==> config.mk <==
export PLATFORM = sky130hd
export DESIGN_NAME = lsu_mem_ctrl
export DESIGN_NICKNAME = d
export VERILOG_FILES = /design/src/rtl/lsu_pkg.sv /design/src/rtl/lsu_load_align.sv /design/src/rtl/lsu_mem_ctrl.sv
export SDC_FILE = /design/constraint.sdc
export NUM_CORES = 1
export LEC_CHECK = 0
export CAP_MARGIN = 40
export CORE_UTILIZATION = 49
export CTS_CLUSTER_DIAMETER = 120
export DETAILED_ROUTE_END_ITERATION = 12
export GPL_ROUTABILITY_DRIVEN = 0
export PLACE_DENSITY_LB_ADDON = 0.1
export SLEW_MARGIN = 25
export SYNTH_ARGS = -nofsm -noshare
export SYNTH_HDL_FRONTEND = slang
export SYNTH_SLANG_ARGS = --single-unit
==> constraint.sdc <==
create_clock -name CLK -period 3.85 [get_ports CLK]
set_input_delay 0.385 -clock CLK [delete_from_list [all_inputs] [get_ports CLK]]
set_output_delay 0.385 -clock CLK [all_outputs]
set_load 0.005 [all_outputs]
==> src/rtl/lsu_pkg.sv <==
// Shared constants, state encoding and request-classification helpers for the
// load/store unit memory-access controller.
package lsu_pkg;

  localparam logic [2:0] F3_B  = 3'd0;
  localparam logic [2:0] F3_H  = 3'd1;
  localparam logic [2:0] F3_W  = 3'd2;
  localparam logic [2:0] F3_BU = 3'd4;
  localparam logic [2:0] F3_HU = 3'd5;

  localparam logic [1:0] ERR_OK       = 2'b00;
  localparam logic [1:0] ERR_MISALIGN = 2'b01;
  localparam logic [1:0] ERR_ACCESS   = 2'b10;
  localparam logic [1:0] ERR_ILLEGAL  = 2'b11;

  typedef enum logic [1:0] {
    IDLE  = 2'd0,
    ISSUE = 2'd1,
    WAIT  = 2'd2,
    RESP  = 2'd3
  } lsu_state_e;

  // Loads accept B/H/W/BU/HU; stores accept only B/H/W.
  function automatic logic f3_illegal(input logic store, input logic [2:0] f3);
    if (store) return (f3 > F3_W);
    return (f3 == 3'd3) || (f3 > F3_HU);
  endfunction

  function automatic logic addr_misaligned(input logic [2:0] f3, input logic [1:0] lo);
    case (f3)
      F3_H, F3_HU: return lo[0];
      F3_W:        return (lo != 2'b00);
      default:     return 1'b0;
    endcase
  endfunction

endpackage

==> src/rtl/lsu_load_align.sv <==
// Extracts the addressed byte/half/word from a bus read word and sign- or
// zero-extends it according to the load funct3.
module lsu_load_align
  import lsu_pkg::*;
#(
  parameter int DATA_WIDTH = 32
) (
  input  logic [DATA_WIDTH-1:0] rdata,
  input  logic [1:0]            byte_off,
  input  logic [2:0]            funct3,
  output logic [DATA_WIDTH-1:0] result
);

  logic [7:0]  sel_byte;
  logic [15:0] sel_half;

  always_comb begin
    sel_byte = rdata[{byte_off, 3'b000} +: 8];
    sel_half = rdata[{byte_off[1], 4'b0000} +: 16];
    case (funct3)
      F3_B:    result = {{(DATA_WIDTH-8){sel_byte[7]}}, sel_byte};
      F3_BU:   result = {{(DATA_WIDTH-8){1'b0}}, sel_byte};
      F3_H:    result = {{(DATA_WIDTH-16){sel_half[15]}}, sel_half};
      F3_HU:   result = {{(DATA_WIDTH-16){1'b0}}, sel_half};
      default: result = rdata;
    endcase
  end

endmodule

==> src/rtl/lsu_mem_ctrl.sv <==
// Single-outstanding RV32I load/store controller: validates the request, issues
// one word-aligned bus access with strobes, waits for read data with a timeout.
//
// Handshakes: a request transfers on a rising CLK edge where req_valid && req_ready;
// req_ready is high only in IDLE. resp_valid is a one-cycle pulse that writeback
// always accepts. lsu_mem_en is a one-cycle pulse; loads complete on the first
// lsu_mem_rvld seen while waiting, stores are posted.
module lsu_mem_ctrl
  import lsu_pkg::*;
#(
  parameter int DATA_WIDTH  = 32,
  parameter int ADDR_WIDTH  = 32,
  parameter int STRB_WIDTH  = DATA_WIDTH / 8,
  parameter int TIMEOUT_CYC = 16
) (
  input  logic                  CLK,
  input  logic                  RSTN,
  input  logic                  req_valid,
  output logic                  req_ready,
  input  logic                  req_store,
  input  logic [2:0]            req_funct3,
  input  logic [ADDR_WIDTH-1:0] req_addr,
  input  logic [DATA_WIDTH-1:0] req_wdata,
  input  logic [4:0]            req_rd,
  output logic                  resp_valid,
  output logic                  resp_we,
  output logic [4:0]            resp_rd,
  output logic [DATA_WIDTH-1:0] resp_rdata,
  output logic [1:0]            resp_err,
  output logic                  lsu_mem_en,
  output logic [ADDR_WIDTH-1:0] lsu_mem_addr,
  output logic [DATA_WIDTH-1:0] lsu_mem_wdata,
  output logic [STRB_WIDTH-1:0] lsu_mem_wen,
  input  logic [DATA_WIDTH-1:0] lsu_mem_rdata,
  input  logic                  lsu_mem_rvld,
  output logic [1:0]            state_dbg
);

  localparam int CW = (TIMEOUT_CYC > 2) ? $clog2(TIMEOUT_CYC) : 1;
  localparam logic [CW-1:0] CNT_LAST = CW'(TIMEOUT_CYC - 1);

  lsu_state_e state, state_nx;

  logic                  cap_store;
  logic [2:0]            cap_f3;
  logic [ADDR_WIDTH-1:0] cap_addr;
  logic [DATA_WIDTH-1:0] cap_wdata;
  logic [4:0]            cap_rd;
  logic [CW-1:0]         cnt;
  logic [1:0]            err_q;
  logic [DATA_WIDTH-1:0] rdata_q;
  logic [DATA_WIDTH-1:0] align_result;
  logic                  req_illegal;
  logic                  req_misalign;

  assign req_illegal  = f3_illegal(req_store, req_funct3);
  assign req_misalign = addr_misaligned(req_funct3, req_addr[1:0]);
  assign state_dbg    = state;

  lsu_load_align #(.DATA_WIDTH(DATA_WIDTH)) u_align (
    .rdata    (lsu_mem_rdata),
    .byte_off (cap_addr[1:0]),
    .funct3   (cap_f3),
    .result   (align_result)
  );

  always_ff @(posedge CLK or negedge RSTN) begin
    if (!RSTN) state <= IDLE;
    else       state <= state_nx;
  end

  always_comb begin
    state_nx = state;
    case (state)
      IDLE:    if (req_valid) state_nx = (req_illegal || req_misalign) ? RESP : ISSUE;
      ISSUE:   state_nx = cap_store ? RESP : WAIT;
      WAIT:    if (lsu_mem_rvld || (cnt == CNT_LAST)) state_nx = RESP;
      RESP:    state_nx = IDLE;
      default: state_nx = IDLE;
    endcase
  end

  // Request capture, timeout counter and response payload.
  always_ff @(posedge CLK or negedge RSTN) begin
    if (!RSTN) begin
      cap_store <= 1'b0;
      cap_f3    <= '0;
      cap_addr  <= '0;
      cap_wdata <= '0;
      cap_rd    <= '0;
      cnt       <= '0;
      err_q     <= ERR_OK;
      rdata_q   <= '0;
    end else begin
      case (state)
        IDLE: begin
          if (req_valid) begin
            cap_store <= req_store;
            cap_f3    <= req_funct3;
            cap_addr  <= req_addr;
            cap_wdata <= req_wdata;
            cap_rd    <= req_rd;
            cnt       <= '0;
            rdata_q   <= '0;
            if (req_illegal)       err_q <= ERR_ILLEGAL;
            else if (req_misalign) err_q <= ERR_MISALIGN;
            else                   err_q <= ERR_OK;
          end
        end
        WAIT: begin
          if (lsu_mem_rvld)           rdata_q <= align_result;
          else if (cnt == CNT_LAST)   err_q   <= ERR_ACCESS;
          else                        cnt     <= cnt + 1'b1;
        end
        default: ;
      endcase
    end
  end

  // Bus side is driven only during the single ISSUE cycle.
  always_comb begin
    lsu_mem_en    = 1'b0;
    lsu_mem_addr  = '0;
    lsu_mem_wdata = '0;
    lsu_mem_wen   = '0;
    if (state == ISSUE) begin
      lsu_mem_en   = 1'b1;
      lsu_mem_addr = {cap_addr[ADDR_WIDTH-1:2], 2'b00};
      case (cap_f3)
        F3_B: begin
          lsu_mem_wdata = {4{cap_wdata[7:0]}};
          if (cap_store) lsu_mem_wen = STRB_WIDTH'(4'b0001 << cap_addr[1:0]);
        end
        F3_H: begin
          lsu_mem_wdata = {2{cap_wdata[15:0]}};
          if (cap_store) lsu_mem_wen = STRB_WIDTH'(4'b0011 << {cap_addr[1], 1'b0});
        end
        default: begin
          lsu_mem_wdata = cap_wdata;
          if (cap_store) lsu_mem_wen = '1;
        end
      endcase
    end
  end

  always_comb begin
    req_ready  = (state == IDLE);
    resp_valid = 1'b0;
    resp_we    = 1'b0;
    resp_rd    = '0;
    resp_rdata = '0;
    resp_err   = ERR_OK;
    if (state == RESP) begin
      resp_valid = 1'b1;
      resp_we    = !cap_store && (err_q == ERR_OK);
      resp_rd    = cap_rd;
      resp_rdata = rdata_q;
      resp_err   = err_q;
    end
  end

endmodule
==> results.cfg <==
[outcome]
outcome = finished clean

[clocking]
clock_sinks = 113
cts_root_buffer = clkbuf_16
path_clk_slew_ps = 50
cts_setup_buffers = 0
htreeDepth = 4
tritoncts = done
cts_buffer_depth = 2
clk_latency_ps = 400
cts_buffers = 17

[timing]
rsz0062_at_grt = no
finalSetupViolCount = 0
fin_skew_ps = 5.13
period_share_pct = 82.3
fmax_mhz = 315
finalSetupTns_ps = 0
hold_viol = 0
slew_violations = 0
period_needed_ps = 3170
worst_slew_pin_slew_ps = 664
relSlewSlack_pct = 55.5
postLayoutSetupSlackWorst_ps = 680

[global_routing]
gr-total-overflow = 0
grtUsageTotal_pct = 28.8
grt_antenna_before_repair = 0
grt_pass1_vias = 5468
grt_pass1_wl_um = 28100
grt_max_degree = 92

[power_and_ir_drop]
internal_power_mw = 4.56
power.density_mw_per_mm2 = 778
swShare_pct = 34.5
share_comb_of_total_power_pct = 45.7
vdd_ir_drop_max_mv = 0.395
p_leak_nw = 3.82
clockPowerShare_pct = 22.9
switching_power_mw = 2.40
share_seq_of_total_power_pct = 31.4

[floorplanning]
coreArea_mm2 = 0.0120
die_w_um = 113
fp.dieArea_mm2 = 0.0127
start_util_pct = 50.1
die_h_um = 113
boundaryPins = 222
std_cell_rows = 40

[setup_path]
crit_fanout = 36
arrival_ps = 2790
endpoint_kind = primary output
start_kind = register
r2r_cells = 6
setup.worst_path.class = reg -> out
cp.required_ps = 3460

[layout]
layout_commonest_cell = clkdlybuf4s50_1
layout-area-overhead-vs-synth_pct = 48.6
fin_nets = 890
layout_common_cells = 218 x clkdlybuf4s50_1, 113 x dfrtp_1, 80 x and2_1, 78 x mux2_2, 64 x nand2_1
fin_cells = 935
drive_above_1_share_pct = 17.1
num-fill-cells = 823
antenna_cells = 0
post-route-util_pct = 74.5

[routing]
drt_first_pass_iters = 5
drtAntennaViolNets = 0
wl_per_cell_um = 18.9
drt-initial-drc-count = 298
routed_wl_um = 17700
num_vias = 5232
routed_via_density = 5.60
drc = 0

[synthesis]
syn_area_mm2 = 0.00602
syn-instance-count = 568
synthArstFlopShare_pct = 100
yosysSeqAreaShare_pct = 47.0
synth_warnings = 0
synth.distinct_cells = 56
ys_seq_elements = 113
synthFlopType = dfrtp_1
synth-edff-count = 0
avgSynthCellArea_um2 = 10.6

[placed_design]
place_inst = 901
port_buffers = 219
place_hpwl_um = 12500
place_ws_ps = 1120

[job]
cap_violations = 0

[worst_hold_path]
hold_class = in -> async
==> registers in the layout (all words and copies together) (netlist names) <==
register / count
cap_addr: 32
cap_wdata: 32
rdata_q: 32
cap_rd: 5
cnt: 4
cap_f3: 3
err_q: 2
state_dbg: 2
cap_store: 1
==> worst paths after layout <==
path | start | endpoint | slack, ps
max in group asynchronous | RSTN | cap_wdata[5]$_DFFE_PN0P_ | 2720
min in group CLK | rdata_q[1]$_DFFE_PN0P_ | rdata_q[1]$_DFFE_PN0P_ | 470
hold / removal | RSTN | rdata_q[25]$_DFFE_PN0P_ | 460
setup / recovery | state_dbg[1]$_DFFE_PN0P_ | lsu_mem_wdata[15] | 680
hold reg to reg | rdata_q[1]$_DFFE_PN0P_ | rdata_q[1]$_DFFE_PN0P_ | 470
setup reg to reg | cap_f3[0]$_DFFE_PN0P_ | rdata_q[3]$_DFFE_PN0P_ | 1700
==> metal layers <==
metal / global-route usage, % / up-vias / part of all wire (%)
met3: 9.00 / 39 / 8.1
li1: - / 2401 / -
met1: 33.5 / 2561 / 39
met5: 0 / - / 0
met2: 48.8 / 231 / 50
met4: 13.3 / 0 / 2.9
==> power groups by stage <==
stage          clock network (mW)  logic, mW  registers, mW
5_1_grt                      1.67       3.46           2.26
3_3_place_gp                    0       2.97           2.20
6_report                     1.59       3.18           2.18
3_5_place_dp                    0       3.11           2.22
2_1_floorplan                   0       1.93           1.99
4_1_cts                      1.62       3.15           2.21
==> cell usage after synthesis (7+ instances only) <==
master,number,area share (%)
dfrtp_1,113,47
and2_1,80,8.3
mux2_2,78,15
nand2_1,65,4.1
clkbuf_1,24,1.5
o21ai_0,23,1.9
nor2_1,19,1.2
a21boi_0,16,2.0
a221o_1,16,2.7
a21oi_1,12,1.0
mux2i_1,11,1.8
buf_2,10,0.83
nor3_1,7,0.58
o211a_1,7,1.2
==> what timing repair did <==
| action | in CTS | in global routing |
|---|---|---|
| hold buffers | 0 | 1 |
| endpoints found under the hold margin | 0 | 38 |
| resized for setup | 0 | 0 |
==> cells by family (layout without fill, tap and decap cells) <==
logic type,after synthesis,in the layout,share of synthesized area [%]
buf+inv,49,268,4.10
mux,92,92,17.4
xor+xnor,1,1,0.146
simple gates,194,194,16.7
fa+ha+maj,5,5,1.04
compound gates,113,113,13.5
flops,113,113,47.0
other cells,1,2,0.0623
==> through the flow <==
step	power [mW]	hold WS, ps	cell area [um2]
global route	7.39	480	8940
detailed placement	5.34	453	8290
global placement	5.17	447	8230
CTS	6.98	97.0	8890
finish	6.96	459	8940
floorplan	3.92	89.4	6020
==> cell type report <==
type	instances	area, um2	area share, %
clock buffer	18	439	4.91
clock inverter	13	163	1.82
inverter	6	22.5	0.252
multi-input combinational	407	2960	33.1
sequential	113	2830	31.6
tap	147	184	2.06
timing repair buffer	231	2340	26.2
==> worst max-delay path, stage by stage, from the launching register on <==
cell             delay, ps
dfrtp_1                440
inv_1                  110
ha_2                   550
buf_4                  410
a21boi_0               300
clkdlybuf4s50_1        560
(Power assumes the default switching activity.)
